[src/rtl/data_memory_pipelined.sv]
`default_nettype none
// +----------------------------------------------------------------------------+
// | data_memory_pipelined: byte-addressed load/store memory, sub-word access,  |
// | pipelined reads, fault reporting, post-reset clearing sweep. Revision 1.0  |
// +----------------------------------------------------------------------------+
module data_memory_pipelined #(
  parameter int DATA_WIDTH   = 32,
  parameter int DEPTH        = 32,
  parameter int ADDR_WIDTH   = 32,
  parameter int READ_LATENCY = 1
) (
  input  logic                  Clk,
  input  logic                  Reset_n,
  input  logic [ADDR_WIDTH-1:0] Address,
  input  logic [DATA_WIDTH-1:0] WriteData,
  input  logic                  MemRead,
  input  logic                  MemWrite,
  input  logic [1:0]            Size,
  input  logic                  Unsigned,
  output logic                  Ready,
  output logic [DATA_WIDTH-1:0] ReadData,
  output logic                  ReadValid,
  output logic                  Fault,
  output logic [1:0]            FaultCode
);

  localparam int c_BYTES = DATA_WIDTH / 8;
  localparam int c_OFF_W = $clog2(c_BYTES);
  localparam int c_IDX_W = ADDR_WIDTH - c_OFF_W;
  localparam int c_PTR_W = (DEPTH > 1) ? $clog2(DEPTH) : 1;

  localparam logic [0:0] c_INIT = 1'b0;
  localparam logic [0:0] c_RUN  = 1'b1;

  logic [0:0]            r_state;
  logic [0:0]            w_next_state;
  logic [c_PTR_W-1:0]    r_ptr;
  logic [DATA_WIDTH-1:0] r_mem [DEPTH];

  logic [c_IDX_W-1:0]    w_idx;
  logic [c_PTR_W-1:0]    w_widx;
  logic [c_OFF_W-1:0]    w_off;
  logic                  w_accept;
  logic                  w_req;
  logic                  w_conflict;
  logic                  w_oor;
  logic                  w_misaligned;
  logic                  w_fault;
  logic [1:0]            w_code;
  logic                  w_we;
  logic                  w_re;
  logic                  w_sweep;
  logic [c_BYTES-1:0]    w_mask;
  logic [DATA_WIDTH-1:0] w_wdata;
  logic [DATA_WIDTH-1:0] w_shift;
  logic [DATA_WIDTH-1:0] w_load;

  logic                  r_pv [READ_LATENCY];
  logic [DATA_WIDTH-1:0] r_pd [READ_LATENCY];
  logic                  r_fault;
  logic [1:0]            r_code;

  always_ff @(posedge Clk) begin
    if (!Reset_n) begin
      r_state <= c_INIT;
    end else begin
      r_state <= w_next_state;
    end
  end

  always_comb begin
    w_next_state = r_state;
    if (r_state == c_INIT && r_ptr == c_PTR_W'(DEPTH - 1)) begin
      w_next_state = c_RUN;
    end
  end

  always_comb begin
    Ready = (r_state == c_RUN);
  end

  always_ff @(posedge Clk) begin
    if (!Reset_n) begin
      r_ptr <= '0;
    end else if (r_state == c_INIT) begin
      r_ptr <= r_ptr + 1'b1;
    end
  end

  assign w_idx    = Address[ADDR_WIDTH-1:c_OFF_W];
  assign w_widx   = w_idx[c_PTR_W-1:0];
  assign w_off    = Address[c_OFF_W-1:0];
  assign w_sweep  = Reset_n && (r_state == c_INIT);
  // Gating with Reset_n keeps a request on a reset edge in RUN from touching the array.
  assign w_accept = Ready && Reset_n;
  assign w_req    = w_accept && (MemRead || MemWrite);

  assign w_conflict = (MemRead && MemWrite) || (Size == 2'b11);
  assign w_oor      = (w_idx >= c_IDX_W'(DEPTH));

  always_comb begin
    w_misaligned = 1'b0;
    case (Size)
      2'b01:   w_misaligned = w_off[0];
      2'b10:   w_misaligned = |w_off;
      default: w_misaligned = 1'b0;
    endcase
  end

  always_comb begin
    w_code = 2'b00;
    if (w_conflict) begin
      w_code = 2'b11;
    end else if (w_oor) begin
      w_code = 2'b01;
    end else if (w_misaligned) begin
      w_code = 2'b10;
    end
  end

  assign w_fault = w_req && (w_code != 2'b00);
  assign w_we    = w_accept && MemWrite && !w_fault;
  assign w_re    = w_accept && MemRead && !w_fault;

  // Sub-word store data is replicated so every aligned lane sees the right bytes.
  always_comb begin
    w_mask  = '1;
    w_wdata = WriteData;
    case (Size)
      2'b00: begin
        w_mask  = c_BYTES'(1) << w_off;
        w_wdata = {c_BYTES{WriteData[7:0]}};
      end
      2'b01: begin
        w_mask  = c_BYTES'(3) << w_off;
        w_wdata = {(c_BYTES / 2){WriteData[15:0]}};
      end
      default: begin
        w_mask  = '1;
        w_wdata = WriteData;
      end
    endcase
  end

  always_ff @(posedge Clk) begin
    if (w_sweep) begin
      r_mem[r_ptr] <= '0;
    end else if (w_we) begin
      for (int b = 0; b < c_BYTES; b++) begin
        if (w_mask[b]) begin
          r_mem[w_widx][8*b +: 8] <= w_wdata[8*b +: 8];
        end
      end
    end
  end

  assign w_shift = r_mem[w_widx] >> {w_off, 3'b000};

  always_comb begin
    w_load = w_shift;
    case (Size)
      2'b00:   w_load = {{(DATA_WIDTH-8){!Unsigned && w_shift[7]}}, w_shift[7:0]};
      2'b01:   w_load = {{(DATA_WIDTH-16){!Unsigned && w_shift[15]}}, w_shift[15:0]};
      default: w_load = w_shift;
    endcase
  end

  // Data registers advance only behind a valid bit so ReadData holds between responses.
  always_ff @(posedge Clk) begin
    if (!Reset_n) begin
      for (int i = 0; i < READ_LATENCY; i++) begin
        r_pv[i] <= 1'b0;
        r_pd[i] <= '0;
      end
    end else begin
      r_pv[0] <= w_re;
      if (w_re) begin
        r_pd[0] <= w_load;
      end
      for (int i = 1; i < READ_LATENCY; i++) begin
        r_pv[i] <= r_pv[i-1];
        if (r_pv[i-1]) begin
          r_pd[i] <= r_pd[i-1];
        end
      end
    end
  end

  always_ff @(posedge Clk) begin
    if (!Reset_n) begin
      r_fault <= 1'b0;
      r_code  <= 2'b00;
    end else begin
      r_fault <= w_fault;
      if (w_fault) begin
        r_code <= w_code;
      end
    end
  end

  assign ReadValid = r_pv[READ_LATENCY-1];
  assign ReadData  = r_pd[READ_LATENCY-1];
  assign Fault     = r_fault;
  assign FaultCode = r_code;

endmodule
`default_nettype wire

[config.mk]
export PLATFORM = sky130hd
export DESIGN_NAME = data_memory_pipelined
export DESIGN_NICKNAME = d
export VERILOG_FILES = /design/src/rtl/data_memory_pipelined.sv
export SDC_FILE = /design/constraint.sdc
export NUM_CORES = 1
export LEC_CHECK = 0
export CAP_MARGIN = 20
export CORE_ASPECT_RATIO = 1.5
export CORE_UTILIZATION = 45
export CTS_BUF_LIST = sky130_fd_sc_hd__clkbuf_2 sky130_fd_sc_hd__clkbuf_4 sky130_fd_sc_hd__clkbuf_8
export DETAILED_ROUTE_END_ITERATION = 16
export SETUP_SLACK_MARGIN = 0.1
export SYNTH_ARGS = -nofsm -noshare
export SYNTH_HDL_FRONTEND = slang
export SYNTH_SLANG_ARGS = --single-unit
[constraint.sdc]
create_clock -name Clk -period 5.3 [get_ports Clk]
set_input_delay 0.795 -clock Clk [delete_from_list [all_inputs] [get_ports Clk]]
set_output_delay 0.795 -clock Clk [all_outputs]
set_load 0.02 [all_outputs]
==> qor.yml, run 1 <==
gp_congestion: 0.954
critPathCaptureType: "flop"
ys_async_sr_fraction_pct: 0
critical_path_buf_inv_count: 3
critical_path.cell_chain: "clkdlybuf4s50_1, buf_4, ha_1, o21ai_1, a21bo_2, and3_1, and3_1, mux2i_1, buf_4, or2_0, nor2_1"
synthesis.area_um2: 42600
cts_tree: "yes"
overflow: 0
cts_buffers: 154
synth_cells: 2163
post-route-util_pct: 52.3
dr_total_vias: 22493
synth-main-ff-cell: "edfxtp_1"
final_cell_mix: "1056 x edfxtp_1, 226 x mux4_2, 163 x clkbuf_8"
avgViaCountPerCell: 5.91
grt_pass1_vias: 23250
clk_latency_ns: 0.84
synth_edf_count: 1056
pre_cts_ws_ns: 0.125
fp.coreArea_um2: 93400
ys_ff_latch: 1066
portBuffers: 107
clock_skew_ns: 0.0348
drv_cap: 0
cts_resized: 0
drc: 0
root_buffer: "clkbuf_8"
die_h_um: 379
cts.path.max_buffers: 3
cts.htree.levels: 4
p_leak_nw: 16.6
ios: 108
cpMaxStageDelayCell: "mux2i_1"
yosysUniqueCellTypes: 59
cp-start-kind: "primary input"
hold_viol_final: 0
nNetsFinal: 2510
layout-area-overhead-vs-synth_pct: 14.6
syn_nets: 2240
top_layer_used: "met4"
yosys_warnings: 0
fin_crit_ns: 4.51
holdCritPathClass: "flop to flop"
fin_area_um2: 48800
final_common_cell: "edfxtp_1"
stdcell_count: 3806
synth.yosys.seq_area_share_pct: 74.9
wl_met1_um: 41700
drtIter0Drc: 2470
synth_area_per_cell_um2: 19.7
initial_utilization_pct: 45.6
crit_path_max_fanout: 11
critPathRequiredTime_ns: 5.77
hold_ws_ns: 0.514
die_area_um2: 95900
crit_family: "simple AND/OR/NAND/NOR gates"
cts.sinks: 1066
drt_wl_total_um: 114000
finalPower_mw: 16.5
ant_nets: 0
wl_met2_um: 58100
setup_viol: 0
rows: 137
ctsHoldBuffers: 0
status: "finished, final reports clean"
max_freq_mhz: 222
dr.pass1.iters: 5
path_clk_slew_ns: 0.06
powerDensity_nw_per_um2: 338
irDropWorstVdd_mv: 0.228
grt_usage_pct: 24.2
setup_tns_ns: 0
post-route-period-util_pct: 85.1
worst_slack_ns: 0.789
wl_met3_um: 8440
dp_cells: 3528
rsz0062_at_grt: "false"
slew_viol_final: 0
placed_cell_area_um2: 45800
postCtsSetupBuffers: 0
cpPeakStageDelay_ns: 0.88
wl_per_cell_um: 29.9
relSlewSlack_pct: 27.9
antenna_found_initial: 4
worstMarginPinSlew_ns: 1.08
hpwl_um: 77500
die_w_um: 253
grt_max_degree: 85
grt_pass1_wl_um: 162000
drive_gt1_share_pct: 26.5
path_class: "primary input to flop"
cp.arrival_ns: 4.98
power breakdown:
| group | total, mW | internal, mW | leakage [nW] | switching [mW] |
|---|---|---|---|---|
| clock | 6.47 | 3.41 | 1.60 | 3.06 |
| combinational | 0.807 | 0.303 | 4.43 | 0.504 |
| sequential | 9.22 | 9.19 | 10.6 | 0.0224 |
routing by layer:
layer,up-vias,global-route usage (%)
li1,9473,-
met1,11705,28.9
met2,1075,41.2
met3,240,5.33
met4,0,12.2
met5,-,0
sequential cells by signal (all words and copies together), names as in the netlist:
name / cells
Fault: 1
FaultCode: 2
r_pd: 32
Ready: 1
r_mem: 1024
r_ptr: 5
r_pv: 1
cells by family (layout without fill, tap and decap cells):
group | count (synthesis) | count (layout) | synth area share, %
xor+xnor | 3 | 3 | 0.0617
fa+ha+maj | 6 | 6 | 0.176
flops | 1066 | 1066 | 74.9
mux | 357 | 357 | 15.3
buf+inv | 152 | 542 | 1.95
compound gates | 231 | 231 | 3.63
simple gates | 348 | 348 | 4.01
other cells | 0 | 2 | 0
cells in the mapped netlist, types with 4 or more instances:
master	count	share of area, %
buf_2	48	0.56
a221oi_1	7	0.14
o211ai_1	6	0.11
nand3_1	30	0.35
o21a_1	5	0.088
nand3b_1	5	0.088
a31oi_1	9	0.13
o21ai_0	7	0.082
ha_1	6	0.18
dfxtp_1	10	0.47
o221ai_1	8	0.16
clkbuf_1	60	0.53
or2_2	4	0.059
or3b_2	6	0.12
nand2_1	50	0.44
o22a_1	7	0.14
edfxtp_1	1056	74
buf_4	17	0.30
mux4_2	226	12
nor4_1	7	0.10
mux2i_1	123	2.9
inv_1	5	0.044
nor2b_1	21	0.31
buf_12	4	0.19
and3_1	4	0.059
a21oi_1	50	0.59
and2_1	17	0.25
o21ai_1	17	0.20
nand2b_1	4	0.059
a211o_1	7	0.14
nor2_1	120	1.1
a22oi_1	45	0.79
mux4_1	6	0.37
nor3_1	57	0.67
or2_0	7	0.10
buf_1	8	0.070
o22ai_1	51	0.75
buf_6	8	0.21
path summary, 6_finish.rpt:
path	start	endpoint	slack, ns	depth (start not counted)
setup / recovery	Size[1]	r_mem[17][15]	0.79	11
hold / removal	FaultCode[1]	FaultCode[1]	0.51	1
setup reg to reg	Ready	r_mem[17][15]	1.56	6
hold reg to reg	FaultCode[1]	FaultCode[1]	0.51	1
cell type report:
type                       instances  area, µm²
timing repair buffer             261       2300
sequential                      1066      31900
clock inverter                    74        500
fill                            7311      44600
clock buffer                     202       2530
inverter                           5       18.8
multi-input combinational        945       9990
antenna                            2       5.00
tap                             1251       1570
(Power assumes the default switching activity.)
==> run 2: changes to the inputs <==
--- a/config.mk
+++ b/config.mk
@@ -7,7 +7,7 @@
 export LEC_CHECK = 0
 export CAP_MARGIN = 20
 export CORE_ASPECT_RATIO = 1.5
-export CORE_UTILIZATION = 45
+export CORE_UTILIZATION = 40
 export CTS_BUF_LIST = sky130_fd_sc_hd__clkbuf_2 sky130_fd_sc_hd__clkbuf_4 sky130_fd_sc_hd__clkbuf_8
 export DETAILED_ROUTE_END_ITERATION = 16
 export SETUP_SLACK_MARGIN = 0.1
==> qor.yml, run 2 (same netlist as run 1, synthesis figures left out) <==
largest_reg_flops: 1024
fillers: 9004
r2r-start: "Ready"
finalPower_mw: 16.4
clock_skew_ns: 0.0383
hpwl_um: 77700
root_buffer: "clkbuf_8"
largestRegisters: "r_mem x1024, r_pd x32, r_ptr x5"
cp.arrival_ns: 4.70
reg2reg_slack_ns: 1.91
overflow: 0
relSlewSlack_pct: 16.6
holdCritPathClass: "flop to flop"
top_register: "r_mem"
critPathCapture: "r_pd[0][15]"
cts.path.max_buffers: 3
nNetsFinal: 2507
ios: 108
cp-start-kind: "primary input"
max_freq_mhz: 246
placed_cell_area_um2: 45900
fin_area_um2: 48900
cts_resized: 0
hold_viol_final: 0
final_cell_mix: "1056 x edfxtp_1, 226 x mux4_2, 155 x clkbuf_8"
cts.sinks: 1066
initial_utilization_pct: 40.3
critPathRequiredTime_ns: 5.93
grt_pass1_vias: 23654
irDropWorstVdd_mv: 0.255
setup_tns_ns: 0
grt_usage_pct: 21.7
drt_wl_total_um: 115000
slew_viol_final: 0
ctsHoldBuffers: 0
rows: 146
powerDensity_nw_per_um2: 335
cts_buffers: 152
fin_crit_ns: 4.06
path_class: "primary input to flop"
wl_per_cell_um: 29.2
clk_latency_ns: 0.85
drv_cap: 0
postCtsSetupBuffers: 0
gp_congestion: 0.906
crit_path_max_fanout: 24
antenna_found_initial: 7
p_leak_nw: 16.6
cts_tree: "yes"
path_clk_slew_ns: 0.06
drc: 0
ant_nets: 0
rsz0062_at_grt: "false"
layout-area-overhead-vs-synth_pct: 14.9
worstMarginPinSlew_ns: 1.25
portBuffers: 107
final_common_cell: "edfxtp_1"
grt_max_degree: 83
drive_gt1_share_pct: 26.3
cts.htree.levels: 4
die_w_um: 268
hold_ws_ns: 0.528
setup_viol: 0
status: "finished, final reports clean"
fp.coreArea_um2: 106000
r2r_end: "r_mem[5][15]"
dr_total_vias: 22692
r2r_cells: 7
post-route-period-util_pct: 76.6
crit_path_start: "Address[6]"
critPathCaptureType: "flop"
die_h_um: 402
grt_pass1_wl_um: 165000
die_area_um2: 108000
dr.pass1.iters: 8
drtIter0Drc: 2370
avgViaCountPerCell: 5.74
[run 2: changes by cell type in the layout (fill, tap and decap cells not counted), sizes merged]
cell,previous run,this run
inv,7,9
clkbuf,203,197
diode,2,1
buf,157,156
clkinvlp,5,6
clkinv,61,56
[run 2: critical path, cell delays in order]
cell and delay (ns):
clkdlybuf4s50_1 1.16, inv_1 0.09, buf_4 0.26, nand2_1 0.40, a21oi_1 0.08, nor4_1 0.70, o221ai_1 0.27, nand4bb_4 0.56
o21ai_1 0.36
[run 2: power by group]
group	switching [mW]	internal [mW]
sequential	0.0238	9.19
clock	3.07	3.30
combinational	0.513	0.305
total	3.60	12.8
[run 2: final cells by class]
cell class / instances / area, µm² / share of cell area [%]
inverter: 5 / 18.8 / 0.0384
antenna: 1 / 2.50 / 0.00511
multi-input combinational: 945 / 9980 / 20.4
sequential: 1066 / 31900 / 65.2
tap: 1406 / 1760 / 3.60
clock buffer: 196 / 2430 / 4.98
clock inverter: 72 / 502 / 1.03
timing repair buffer: 260 / 2320 / 4.73
[run 2: through the flow]
step                      util, %  std cells  setup WS, ns
after floorplan                 -       2163          1.31
after global placement       43.5       3678         0.158
after detailed placement     43.5       3679         0.523
after CTS                    46.3       3947          1.43
after global routing         46.3       3951          1.21
final                        46.3       3951          1.24
[run 2: how the worst min path moves through the flow]
stage / startpoint / slack [ns] / cells after the start / endpoint
detailed placement: FaultCode[1] / 0.50 / 1 / FaultCode[1]
global placement: FaultCode[1] / 0.49 / 1 / FaultCode[1]
CTS: FaultCode[1] / 0.52 / 1 / FaultCode[1]
global route: FaultCode[1] / 0.56 / 1 / FaultCode[1]
floorplan: r_ptr[1] / 0.56 / 2 / r_ptr[1]
finish: FaultCode[1] / 0.53 / 1 / FaultCode[1]
[run 2: metal layers]
| layer | global-route usage (%) | wire (µm) |
|---|---|---|
| met1 | 26.8 | 43200 |
| met2 | 35.7 | 57500 |
| met3 | 4.80 | 8420 |
| met4 | 10.9 | 6030 |
| met5 | 0 | 58 |
==> run 3: changes to the inputs <==
==> constraint.sdc (replaced) <==
create_clock -name Clk -period 3.96 [get_ports Clk]
set_input_delay 0.594 -clock Clk [delete_from_list [all_inputs] [get_ports Clk]]
set_output_delay 0.594 -clock Clk [all_outputs]
set_load 0.02 [all_outputs]
==> qor.yml, run 3 (same netlist as run 1, synthesis figures left out) <==
status: "finished, final reports clean"
rsz0062_at_grt: "false"
p_leak_nw: 17.3
cts_resized: 0
r2r-start: "r_mem[14][23]"
wl_met3_um: 7310
cts_buffers: 147
drv_cap: 0
clk_latency_ns: 0.83
drive_gt1_share_pct: 29.4
relSlewSlack_pct: 29.2
die_w_um: 268
fin_crit_ns: 3.23
cts_tree: "yes"
internal-power_mw: 17.5
dr_total_vias: 22618
post-route-period-util_pct: 81.5
final_cell_mix: "1056 x edfxtp_1, 268 x buf_4, 226 x mux4_2"
drc: 0
overflow: 0
cp-start-kind: "primary input"
worstMarginPinSlew_ns: 1.06
critPathRequiredTime_ns: 4.39
nNetsFinal: 2633
post-route-util_pct: 47.5
layout-area-overhead-vs-synth_pct: 17.6
slew_viol_final: 0
portBuffers: 107
drtIter0Drc: 2364
initial_utilization_pct: 40.3
grt_max_degree: 80
path_clk_slew_ns: 0.06
dr.pass1.iters: 5
critPathCaptureType: "flop"
largest_reg_flops: 1024
ctsHoldBuffers: 0
r2r_cells: 8
drt_wl_total_um: 115000
ant_nets: 0
placed_cell_area_um2: 47100
hpwl_um: 78600
die_h_um: 402
fin_area_um2: 50100
hp-start: "FaultCode[1]"
p_switching_mw: 4.83
final_common_cell: "edfxtp_1"
wl_met2_um: 59700
rows: 146
cts.htree.levels: 4
antenna_found_initial: 6
hold_path_depth: 1
root_buffer: "clkbuf_8"
wl_per_cell_um: 28.2
r2r_end: "r_pd[0][24]"
grt_usage_pct: 21.7
clockPowerShare_pct: 39.7
hold_viol_final: 0
postCtsSetupBuffers: 0
top_layer_used: "met5"
cts.path.max_buffers: 3
largestRegisters: "r_mem x1024, r_pd x32, r_ptr x5"
irDropWorstVdd_mv: 0.303
ios: 108
fp.coreArea_um2: 106000
power_frac_seq_pct: 55.2
clock_skew_ns: 0.0438
crit_path_max_fanout: 14
grt_pass1_wl_um: 166000
avgViaCountPerCell: 5.56
powerDensity_nw_per_um2: 446
max_freq_mhz: 310
setup_viol: 0
reg2reg_slack_ns: 1.18
cp.arrival_ns: 3.65
gp_congestion: 0.891
cts.sinks: 1066
die_area_um2: 108000
hold_path_end: "FaultCode[1]"
path_class: "primary input to flop"
grt_pass1_vias: 23842
pwr-share-comb_pct: 5.2
swShare_pct: 21.6
wl_met1_um: 43700
top_register: "r_mem"
holdCritPathClass: "flop to flop"
[run 3: cell count changes in the layout (fill, tap and decap cells not counted), moves of 3 or more]
cell | before | now
buf_12 | 4 | 17
buf_4 | 146 | 268
bufinv_16 | 6 | 15
clkbuf_4 | 42 | 23
clkinv_2 | 23 | 18
clkinv_4 | 0 | 3
clkinvlp_4 | 6 | 10
inv_6 | 3 | 0
[run 3: metrics by stage]
stage / power [mW] / hold WS, ns / setup slack, ns / cells / setup TNS (ns)
2_1_floorplan: 13.2 / 0.558 / 0.172 / 2163 / 0
3_3_place_gp: 13.7 / 0.495 / -0.0400 / 3813 / -0.313
3_5_place_dp: 13.7 / 0.514 / -0.0853 / 3813 / -2.03
4_1_cts: 22.5 / 0.530 / 0.803 / 4065 / 0
5_1_grt: 23.0 / 0.550 / 0.664 / 4066 / 0
6_report: 22.4 / 0.536 / 0.731 / 4067 / 0
[run 3: worst max-delay path by stage]
stage,from,endpoint,slack (ns),cells past startpoint
3_5_place_dp,Size[0],r_mem[14][29],-0.09,11
2_1_floorplan,Size[1],r_mem[0][27],0.17,10
6_report,Size[0],r_mem[14][31],0.73,11
4_1_cts,Size[0],r_mem[14][31],0.80,11
5_1_grt,Size[0],r_mem[14][31],0.66,11
3_3_place_gp,Size[0],r_mem[14][25],-0.04,11
[run 3: critical path, cell delays in order]
cell and delay, ns:
clkdlybuf4s50_1 0.53, inv_1 0.08, ha_1 0.28, a21bo_2 0.22
and3_1 0.18, and3_1 0.28, buf_4 0.24, nor3_1 0.19
a31oi_2 0.10, buf_12 0.18, nor2_1 0.78
[run 3: area by class of cell]
cell class / count / area, µm²
fillers: 8922 / 55500
flip-flops and latches: 1066 / 31900
multi-input cells: 945 / 9980
repair buffers: 391 / 3420
clock buffers: 175 / 2260
well taps: 1406 / 1760
clock inverters: 77 / 758
inverters: 5 / 18.8
diodes: 2 / 5.00
[run 3: power by group through the flow]
stage | clock, mW | combinational, mW | sequential, mW
after global routing | 9.44 | 1.21 | 12.3
after floorplan | 0 | 0.629 | 12.6
after global placement | 0 | 1.14 | 12.6
final | 8.87 | 1.16 | 12.3
after CTS | 9.03 | 1.16 | 12.3
after detailed placement | 0 | 1.16 | 12.6
[run 3: routing by layer]
metal	vias to the layer above	track usage, %
met4	4	7.74
li1	9686	-
met3	213	4.26
met2	967	37.8
met1	11748	26.5
met5	-	0
==> edit (config.mk and constraints of run 2) <==
The parameter `READ_LATENCY` goes from 1 to 2.
--- a/src/rtl/data_memory_pipelined.sv
+++ b/src/rtl/data_memory_pipelined.sv
@@ -7,7 +7,7 @@
   parameter int DATA_WIDTH   = 32,
   parameter int DEPTH        = 32,
   parameter int ADDR_WIDTH   = 32,
-  parameter int READ_LATENCY = 1
+  parameter int READ_LATENCY = 2
 ) (
   input  logic                  Clk,
   input  logic                  Reset_n,
Function: not settled (the Yosys comparison gave no result); the edit may change what the design does.
==> edit against run 2 <==
Wire length decreased by 0.51%; register-to-register slack got worse by 0.21 ns; synthesized area increased by 3.5%; combinational power increased by 10%; highest routed layer unchanged; final area increased by 2.4%; largest power group unchanged; setup slack improved by 0.035 ns; cell count increased by 2.2%; power increased by 4.7%; via count increased by 0.78%; die area increased by 3.5%; sequential cell count increased by 33.
==> edit: results (changes against run 2) <==
hold_path:
  hold_depth: 2  # was 1
  worstHoldStart: "FaultCode[0]"  # was FaultCode[1]
  whs_endpoint: "FaultCode[0]"  # was FaultCode[1]
place:
  place_hpwl_microns: 77000  # was 77700 microns
  gp_congestion: 0.908  # was 0.906
setup_path:
  crit_fanout: 32  # was 24
  endpoint: "r_mem[26][12]"  # was r_pd[0][15]
  arrival_ns: 4.49  # was 4.70 ns
  r2r_end: "r_mem[2][12]"  # was r_mem[5][15]
  slowest_delay_ns: 0.71  # was 1.16 ns
  crit_start: "Size[0]"  # was Address[6]
  r2r_setup_slack_ns: 1.70  # was 1.91 ns
grt:
  grt_antenna_before_repair: 3  # was 7
  grt_first_pass_wirelength_microns: 166000  # was 165000 microns
  grt_max_degree: 78  # was 83
  gr-usage-all-layers_pct: 20.8  # was 21.7%
  first_global_vias: 23800  # was 23700
logic_synthesis:
  synth_edf_count: 1088  # was 1056
  synth_xor_area_share_pct: 0.0596  # was 0.0617%
  ys_seq_area_share_pct: 74.6  # was 74.9%
  synth_cell_types: 55  # was 59
  synthMuxAreaShare_pct: 15.0  # was 15.3%
  yosys-top-cells-area: "edfxtp_1 (74%), mux4_2 (11%), mux2i_1 (2.7%), nor2_1 (1.2%), a22oi_1 (1.1%)"  # was edfxtp_1 (74%), mux4_2 (12%), mux2i_1 (2.9%), nor2_1 (1.1%), a22oi_1 (0.79%)
  yosys_warnings: 0  # unchanged
  ys_async_sr_fraction_pct: 0  # unchanged
  syn_nets: 2355  # was 2240
  synth_fa_ha_area_share_pct: 0.170  # was 0.176%
  ys_top_cells_by_count: "edfxtp_1 (1088), mux4_2 (220), nor2_1 (142)"  # was edfxtp_1 (1056), mux4_2 (226), mux2i_1 (123)
sta:
  final_hold_viol_count: 0  # unchanged
  slew_headroom_pct: 21.8  # was 16.6%
route:
  drt_iter0_markers: 2065  # was 2370
  first_pass_iters: 5  # was 8
  num_vias: 22900  # was 22700
finish:
  largestRegisters: "r_mem x1024, r_pd x64, r_ptr x5"  # was r_mem x1024, r_pd x32, r_ptr x5
  nets: 2572  # was 2507
  drive_above_1_share_pct: 24.9  # was 26.3%
clock_tree:
  cts_buffers: 157  # was 152
  root_buffer: "clkbuf_8"  # unchanged
status:
  outcome: "complete, no violations"  # unchanged
power:
  power_leakage_uw: 0.0166  # about the same
## edit: cell families after synthesis
| group | Yosys count |
|---|---|
| buf+inv | 168 |
| flops | 1099 |
| compound gates | 261 |
| xor+xnor | 3 |
| mux | 378 |
| simple gates | 363 |
| fa+ha+maj | 6 |
## edit: power breakdown
part	total (uW)	switching (uW)	internal, uW
sequential	9510	23.8	9490
clock	6760	3200	3560
combinational	903	550	353
total	17200	3770	13400
## edit: worst max-delay path: cells and delay by family
kind                       cells  cell delay, ns
AOI/OAI and AO/OA              4            1.07
adders and majority gates      1            0.21
buffers and inverters          4            1.22
and+or+nand+nor                3            1.17
## edit: final cells by class
| cell class | instances | area, sq um |
|---|---|---|
| Inverter | 7 | 26.3 |
| Sequential cell | 1099 | 32900 |
| Multi-Input combinational cell | 1011 | 10300 |
| Fill cell | 9092 | 58800 |
| Clock inverter | 88 | 722 |
| Tap cell | 1425 | 1780 |
| Timing Repair Buffer | 219 | 1980 |
| Antenna cell | 1 | 2.50 |
| Clock buffer | 188 | 2410 |
## edit: per-layer routing
metal	wire length (microns)	vias up	share of wire, %	global-route usage, %
met5	14	-	0.012	0
met4	5310	2	4.6	9.57
met3	7520	247	6.6	4.11
met2	59000	1006	51	35.8
met1	42800	11900	37	25.0
li1	-	9686	-	-
## edit: metrics by stage
step                total power, uW  hold WS [ns]  cells
floorplan                     10200         0.444   2278
global placement              10600         0.485   3759
detailed placement            10600         0.505   3760
CTS                           17300         0.515   4036
global route                  17600         0.533   4038
finish                        17200         0.511   4038
